==> src/rtl/elevator_pkg.sv <==
// Shared types and default floor geometry for the elevator core and its request queue.
package elevator_pkg;

  // Defaults; the core and the request queue must be built with the same values.
  localparam int MAXFLOORS = 10;
  localparam int MINFLOORS = 0;
  localparam int N_FLOORS  = MAXFLOORS - MINFLOORS;
  localparam int FLOOR_W   = 4;

  typedef logic [FLOOR_W-1:0] floor_t;

  // Encoding is shared with the core's direction_o output.
  typedef enum logic [1:0] {
    DIR_IDLE = 2'd0,
    DIR_UP   = 2'd1,
    DIR_DOWN = 2'd2
  } dir_e;

  typedef struct packed {
    floor_t src;
    floor_t dst;
    dir_e   dir;
  } trip_t;

  // Queue presenter states.
  typedef enum logic [1:0] {
    StIdle    = 2'd0,
    StPresent = 2'd1,
    StDrain   = 2'd2
  } state_e;

  // Travel direction of a trip that has already been checked for src != dst.
  function automatic dir_e trip_dir(floor_t src, floor_t dst);
    return (dst > src) ? DIR_UP : DIR_DOWN;
  endfunction

endpackage

==> src/rtl/elevator_request_queue_trip_fifo.sv <==
// Synchronous FIFO of trip_t records with a synchronous active-low reset.
// Full pushes and empty pops are ignored; DEPTH must be a power of two.
module trip_fifo
  import elevator_pkg::*;
#(
  parameter int unsigned DEPTH = 4
) (
  input  logic                     i_clk,
  input  logic                     i_rst_n,
  input  logic                     i_push,
  input  trip_t                    i_data,
  input  logic                     i_pop,
  output trip_t                    o_head,
  output logic                     o_full,
  output logic                     o_empty,
  output logic [$clog2(DEPTH):0]   o_count
);

  localparam int unsigned PTR_W = $clog2(DEPTH);
  localparam int unsigned CNT_W = PTR_W + 1;

  logic [PTR_W-1:0] r_wr_ptr;
  logic [PTR_W-1:0] r_rd_ptr;
  logic [CNT_W-1:0] r_count;
  trip_t            r_mem [DEPTH];

  logic w_do_push;
  logic w_do_pop;

  assign o_full    = (r_count == CNT_W'(DEPTH));
  assign o_empty   = (r_count == '0);
  assign o_count   = r_count;
  assign o_head    = r_mem[r_rd_ptr];
  assign w_do_push = i_push && !o_full;
  assign w_do_pop  = i_pop && !o_empty;

  // Pointer and occupancy bookkeeping; pointers wrap naturally at DEPTH.
  always_ff @(posedge i_clk) begin
    if (!i_rst_n) begin
      r_wr_ptr <= '0;
      r_rd_ptr <= '0;
      r_count  <= '0;
    end else begin
      if (w_do_push) r_wr_ptr <= r_wr_ptr + PTR_W'(1);
      if (w_do_pop)  r_rd_ptr <= r_rd_ptr + PTR_W'(1);
      case ({w_do_push, w_do_pop})
        2'b10:   r_count <= r_count + CNT_W'(1);
        2'b01:   r_count <= r_count - CNT_W'(1);
        default: r_count <= r_count;
      endcase
    end
  end

  // Storage array; contents need no reset because occupancy gates every read.
  always_ff @(posedge i_clk) begin
    if (w_do_push) r_mem[r_wr_ptr] <= i_data;
  end

endmodule

==> src/rtl/elevator_request_queue.sv <==
// Trip request queue feeding the ElevatorLogic core: validates offered trips, buffers them,
// and presents the oldest one as a one-hot hall call until the core reports it served.
module elevator_request_queue #(
  parameter int          MAXFLOORS = elevator_pkg::MAXFLOORS,
  parameter int          MINFLOORS = elevator_pkg::MINFLOORS,
  parameter int unsigned DEPTH     = 4,
  parameter int          FLOOR_W   = elevator_pkg::FLOOR_W,
  localparam int         N_FLOORS  = MAXFLOORS - MINFLOORS,
  localparam int         CNT_W     = $clog2(DEPTH) + 1
) (
  input  logic                clk_i,
  input  logic                rst_i,
  input  logic                trip_valid_i,
  output logic                trip_ready_o,
  input  logic [FLOOR_W-1:0]  trip_src_i,
  input  logic [FLOOR_W-1:0]  trip_dst_i,
  output logic                trip_reject_o,
  output logic [N_FLOORS-1:0] request_up_o,
  output logic [N_FLOORS-1:0] request_down_o,
  output logic [FLOOR_W-1:0]  requested_floor_o,
  input  logic                served_i,
  output logic [CNT_W-1:0]    pending_o,
  output logic                busy_o
);

  import elevator_pkg::*;

  state_e               r_state;
  state_e               w_state_next;
  logic                 r_reject;
  logic [FLOOR_W-1:0]   r_last_dst;

  trip_t                w_trip;
  trip_t                w_head;
  logic                 w_full;
  logic                 w_empty;
  logic [CNT_W-1:0]     w_count;
  logic                 w_trip_ok;
  logic                 w_consume;
  logic                 w_push;
  logic                 w_pop;
  int                   w_src_int;
  int                   w_dst_int;
  logic [FLOOR_W-1:0]   w_head_idx;
  logic [N_FLOORS-1:0]  w_onehot;

  // Bounds are checked in signed int so a MINFLOORS of zero needs no special casing.
  assign w_src_int = int'(trip_src_i);
  assign w_dst_int = int'(trip_dst_i);
  assign w_trip_ok = (w_src_int >= MINFLOORS) && (w_src_int < MAXFLOORS) &&
                     (w_dst_int >= MINFLOORS) && (w_dst_int < MAXFLOORS) &&
                     (trip_src_i != trip_dst_i);

  assign trip_ready_o = !w_full;
  assign w_consume    = trip_valid_i && trip_ready_o;
  assign w_push       = w_consume && w_trip_ok;
  assign w_pop        = (r_state == StPresent) && served_i;

  assign w_trip.src = trip_src_i;
  assign w_trip.dst = trip_dst_i;
  assign w_trip.dir = trip_dir(trip_src_i, trip_dst_i);

  trip_fifo #(
    .DEPTH (DEPTH)
  ) u_trip_fifo (
    .i_clk   (clk_i),
    .i_rst_n (rst_i),
    .i_push  (w_push),
    .i_data  (w_trip),
    .i_pop   (w_pop),
    .o_head  (w_head),
    .o_full  (w_full),
    .o_empty (w_empty),
    .o_count (w_count)
  );

  // Presenter state, reject pulse and the destination held through DRAIN.
  always_ff @(posedge clk_i) begin
    if (!rst_i) begin
      r_state    <= StIdle;
      r_reject   <= 1'b0;
      r_last_dst <= '0;
    end else begin
      r_state  <= w_state_next;
      r_reject <= w_consume && !w_trip_ok;
      if (w_pop) r_last_dst <= w_head.dst;
    end
  end

  // Next state: DRAIN waits for served_i to drop so one served level pops exactly once.
  always_comb begin
    w_state_next = r_state;
    unique case (r_state)
      StIdle:    if (!w_empty) w_state_next = StPresent;
      StPresent: if (served_i) w_state_next = StDrain;
      StDrain:   if (!served_i) w_state_next = StIdle;
      default:   w_state_next = StIdle;
    endcase
  end

  // Stored trips are already validated, so the offset always lands inside the vector.
  assign w_head_idx = FLOOR_W'(int'(w_head.src) - MINFLOORS);
  assign w_onehot   = N_FLOORS'(1) << w_head_idx;

  // Output decode from registered state and FIFO head only.
  always_comb begin
    request_up_o      = '0;
    request_down_o    = '0;
    requested_floor_o = '0;
    unique case (r_state)
      StPresent: begin
        if (w_head.dir == DIR_UP) request_up_o = w_onehot;
        else                      request_down_o = w_onehot;
        requested_floor_o = w_head.dst;
      end
      StDrain: requested_floor_o = r_last_dst;
      default: ;
    endcase
  end

  assign trip_reject_o = r_reject;
  assign pending_o     = w_count;
  assign busy_o        = (r_state != StIdle);

endmodule

==> config.mk <==
export PLATFORM = sky130hd
export DESIGN_NAME = elevator_request_queue
export DESIGN_NICKNAME = d
export VERILOG_FILES = /design/src/rtl/elevator_pkg.sv /design/src/rtl/elevator_request_queue_trip_fifo.sv /design/src/rtl/elevator_request_queue.sv
export SDC_FILE = /design/constraint.sdc
export NUM_CORES = 1
export LEC_CHECK = 0
export ABC_AREA = 0
export CORE_MARGIN = 2
export CORE_UTILIZATION = 30
export CTS_CLUSTER_SIZE = 28
export DETAILED_ROUTE_END_ITERATION = 12
export HOLD_SLACK_MARGIN = 0.08
export PLACE_DENSITY = 0.59
export SYNTH_ARGS = -nofsm -noshare
export SYNTH_HDL_FRONTEND = slang
export SYNTH_SLANG_ARGS = --single-unit
export TNS_END_PERCENT = 30
==> constraint.sdc <==
create_clock -name clk_i -period 3.5 [get_ports clk_i]
set_clock_uncertainty 0.1 [all_clocks]
set_input_delay 0.7 -clock clk_i [delete_from_list [all_inputs] [get_ports clk_i]]
set_output_delay 0.7 -clock clk_i [all_outputs]
set_load 0.005 [all_outputs]
==> results.md <==
- Die area: about 9800 µm²
- Seq/Total Area, Yosys: 0.561
- CP Data Arrival Time: between 2 and 3 ns
- Critical Path End Type: output pin
- Max VDD drop: 0.185 mV
- Non-Filler Instances: 375
- Status: finished, final reports clean
- Largest cells by area after synthesis: edfxtp_1 (44%), dfxtp_1 (12%), mux4_1 (6.8%)
- DRT Wirelength: 5280 µm
- Layout cells sized above 1: 0.105
- First-pass GRT wire length: 8380 µm
- CTS max path bufs: 2
- Syn avg cell area: roughly 13 µm²
- Slew HR: 0.652
- Final HPWL DP: 3910 µm
- Yosys reg bits: between 50 and 60
- Synth unique cells: 36
- Avg WL per Cell: about 14 µm
- Clock latency on the worst-skew pair: around 0.31 ns
- Vias: 1758
- Vias in the first global route: about 1800
- Buffers on Ports: 41
- CP required: approximately 2.7 ns
- Die height: a little under 100 µm
- PwrDens: ~400 nW/µm²
- DRC: 0
- Static leakage: around 1.2 nW
- Syn-to-layout area delta: 25.5%
- Final period utilization: 0.945
- CTS tree: yes
- Commonest non-fill, non-tap cells in the layout: clkdlybuf4s50_1 (41), edfxtp_1 (40), nor2_1 (21)
- N_diodes: 0
- MaxCap Viol Count: 0
- Endpoints failing setup: 0
- Cell Rows: 34
- Initial core utilization: 0.310
- Core Area: approximately 8800 µm²
- Cell area after synthesis: roughly 2700 µm²
- CTS clock-pin slew for the worst setup and hold paths: between 0.1 and 0.15 ns
- Initial antenna violation count: 0
- Crit path max fanout: 7
- Worst min path class: reg2reg
- H-tree levels: 2
- Clock Sinks: between 50 and 60
- Cts hold-fix bufs: 0
- Crit path time final: between 3 and 4 ns
- Most common cell after layout, fill and taps aside: clkdlybuf4s50_1
- Layout fillers: 834
- Startpoint types: flop
- Syn_nets: around 240
- Clock root buffer: clkbuf_8
- Initial DRC Count: between 80 and 90
- Measured slew at the worst slew-check pin: approximately 0.52 ns
- Placer Congestion: 0.755
- Post-Syn Instances: roughly 210
- Leading area contributor after synthesis: edfxtp_1
- RSZ-0062 raised after global routing: false
- Area share of the largest cell type after synthesis: 0.443
- Gr ovfl total: 0
- Antenna-violating nets left: 0
- GRT Overall Usage: 0.109
- Via density: ~4.7
- Setup TNS: 0 ns
- Max frequency: 302 MHz
- Placed insts: around 370
- CTS Buf Count: 5
- Final nets: around 300
- Die width: between 90 and 100 µm
- Hold Fails Final Rpt: 0
- 1st-pass router iterations: 4
- CP Class: reg2out
- Syn. warnings: 0
- Fin. max-slew vios: 0
- Largest net degree at the start of global routing: 19
- IO Pins: between 40 and 50
==> final timing paths <==
path	start	to	slack, ns	depth (start not counted)
hold / removal	r_last_dst[3]$_SDFFE_PN0P_	r_last_dst[3]$_SDFFE_PN0P_	0.37	2
setup / recovery	flop	request_up_o[0]	0.19	6
setup reg to reg	r_state[1]$_SDFFE_PN0P_	u_trip_fifo.o_count[2]$_SDFFE_PN0P_	0.81	9
hold reg to reg	r_last_dst[3]$_SDFFE_PN0P_	r_last_dst[3]$_SDFFE_PN0P_	0.37	2
==> stage by stage <==
stage	utilization	instance area, µm²	total power, mW	hold WS, ns	worst slack (ns)
3_3_place_gp	0.378	3320	1.04	0.356	0.191
6_report	0.389	3410	1.37	0.375	0.194
3_5_place_dp	0.378	3320	1.04	0.361	0.0902
5_1_grt	0.389	3410	1.45	0.412	0.0135
2_1_floorplan	-	2710	0.936	0.344	0.804
4_1_cts	0.389	3410	1.39	0.377	0.0934
==> synth_stat cells <==
| library cell | count |
|---|---|
| nand2_1 | 17 |
| nor2_1 | 21 |
| ha_1 | 14 |
| nand3_1 | 5 |
| or3_1 | 1 |
| nand3b_1 | 1 |
| o32ai_1 | 1 |
| a221oi_1 | 1 |
| and2_1 | 9 |
| o221ai_1 | 1 |
| edfxtp_1 | 40 |
| mux4_2 | 3 |
| or2_4 | 1 |
| a22oi_1 | 4 |
| clkbuf_1 | 4 |
| and4_1 | 1 |
| inv_1 | 14 |
| nand4_1 | 1 |
| dfxtp_1 | 16 |
| o21a_1 | 3 |
| or3b_2 | 1 |
| xor2_1 | 2 |
| nor3_1 | 1 |
| mux2i_1 | 4 |
| nor2b_1 | 12 |
| o311a_1 | 1 |
| mux4_1 | 7 |
| buf_6 | 1 |
| nand2b_1 | 8 |
| xnor2_1 | 2 |
| nor3b_2 | 1 |
| a21boi_0 | 5 |
| o2111ai_1 | 2 |
| and3b_2 | 1 |
| fa_1 | 1 |
| o21ai_0 | 5 |
==> power by group <==
group / switching, mW / total [mW] / internal (mW) / leakage (nW)
sequential: 0.0199 / 0.760 / 0.740 / 0.493
combinational: 0.129 / 0.261 / 0.133 / 0.640
clock: 0.208 / 0.352 / 0.143 / 0.0489
==> cell families after synthesis <==
logic type / Yosys count / synth area share
adders and majority gates: 15 / 0.0719
AOI/OAI and AO/OA: 23 / 0.0622
and+or+nand+nor: 81 / 0.156
DFF: 56 / 0.561
buffers and inverters: 19 / 0.0290
muxes: 14 / 0.107
xor gates and xnor gates: 4 / 0.0129
==> layout make-up <==
type / count / area (µm²) / area share
well taps: 108 / 135 / 0.0397
clock inverters: 3 / 20.0 / 0.00588
inverters: 14 / 52.6 / 0.0154
clock buffers: 5 / 68.8 / 0.0202
repair buffers: 52 / 493 / 0.145
multi-input cells: 137 / 1110 / 0.327
flip-flops and latches: 56 / 1520 / 0.447
==> metal layers <==
| layer | global-route usage | wire [µm] |
|---|---|---|
| met1 | 0.130 | 2360 |
| met2 | 0.194 | 2640 |
| met3 | 0.0190 | 215 |
| met4 | 0.0411 | 58 |
| met5 | 0 | 0 |
==> critical path, stage by stage (launching register included) <==
cell and delay (ns):
dfxtp_2 0.47, buf_4 0.20, mux4_2 0.52, nor3b_2 0.22, nand2_1 0.15, nor2_1 0.12
clkdlybuf4s50_1 0.51
==> sequential cells by signal (all words and copies together), names as in the netlist, named ones only <==
name                  cells
u_trip_fifo.r_mem        40
r_last_dst                4
u_trip_fifo.o_count       3
r_state                   2
u_trip_fifo.r_rd_ptr      2
u_trip_fifo.r_wr_ptr      2
trip_reject_o             1
==> repair_timing <==
action | in CTS | in global routing
gates resized for setup | 1 | 1
endpoints found under the setup margin | 2 | 2
buffers inserted | 0 | 0
Power figures use the tool's default switching activity.
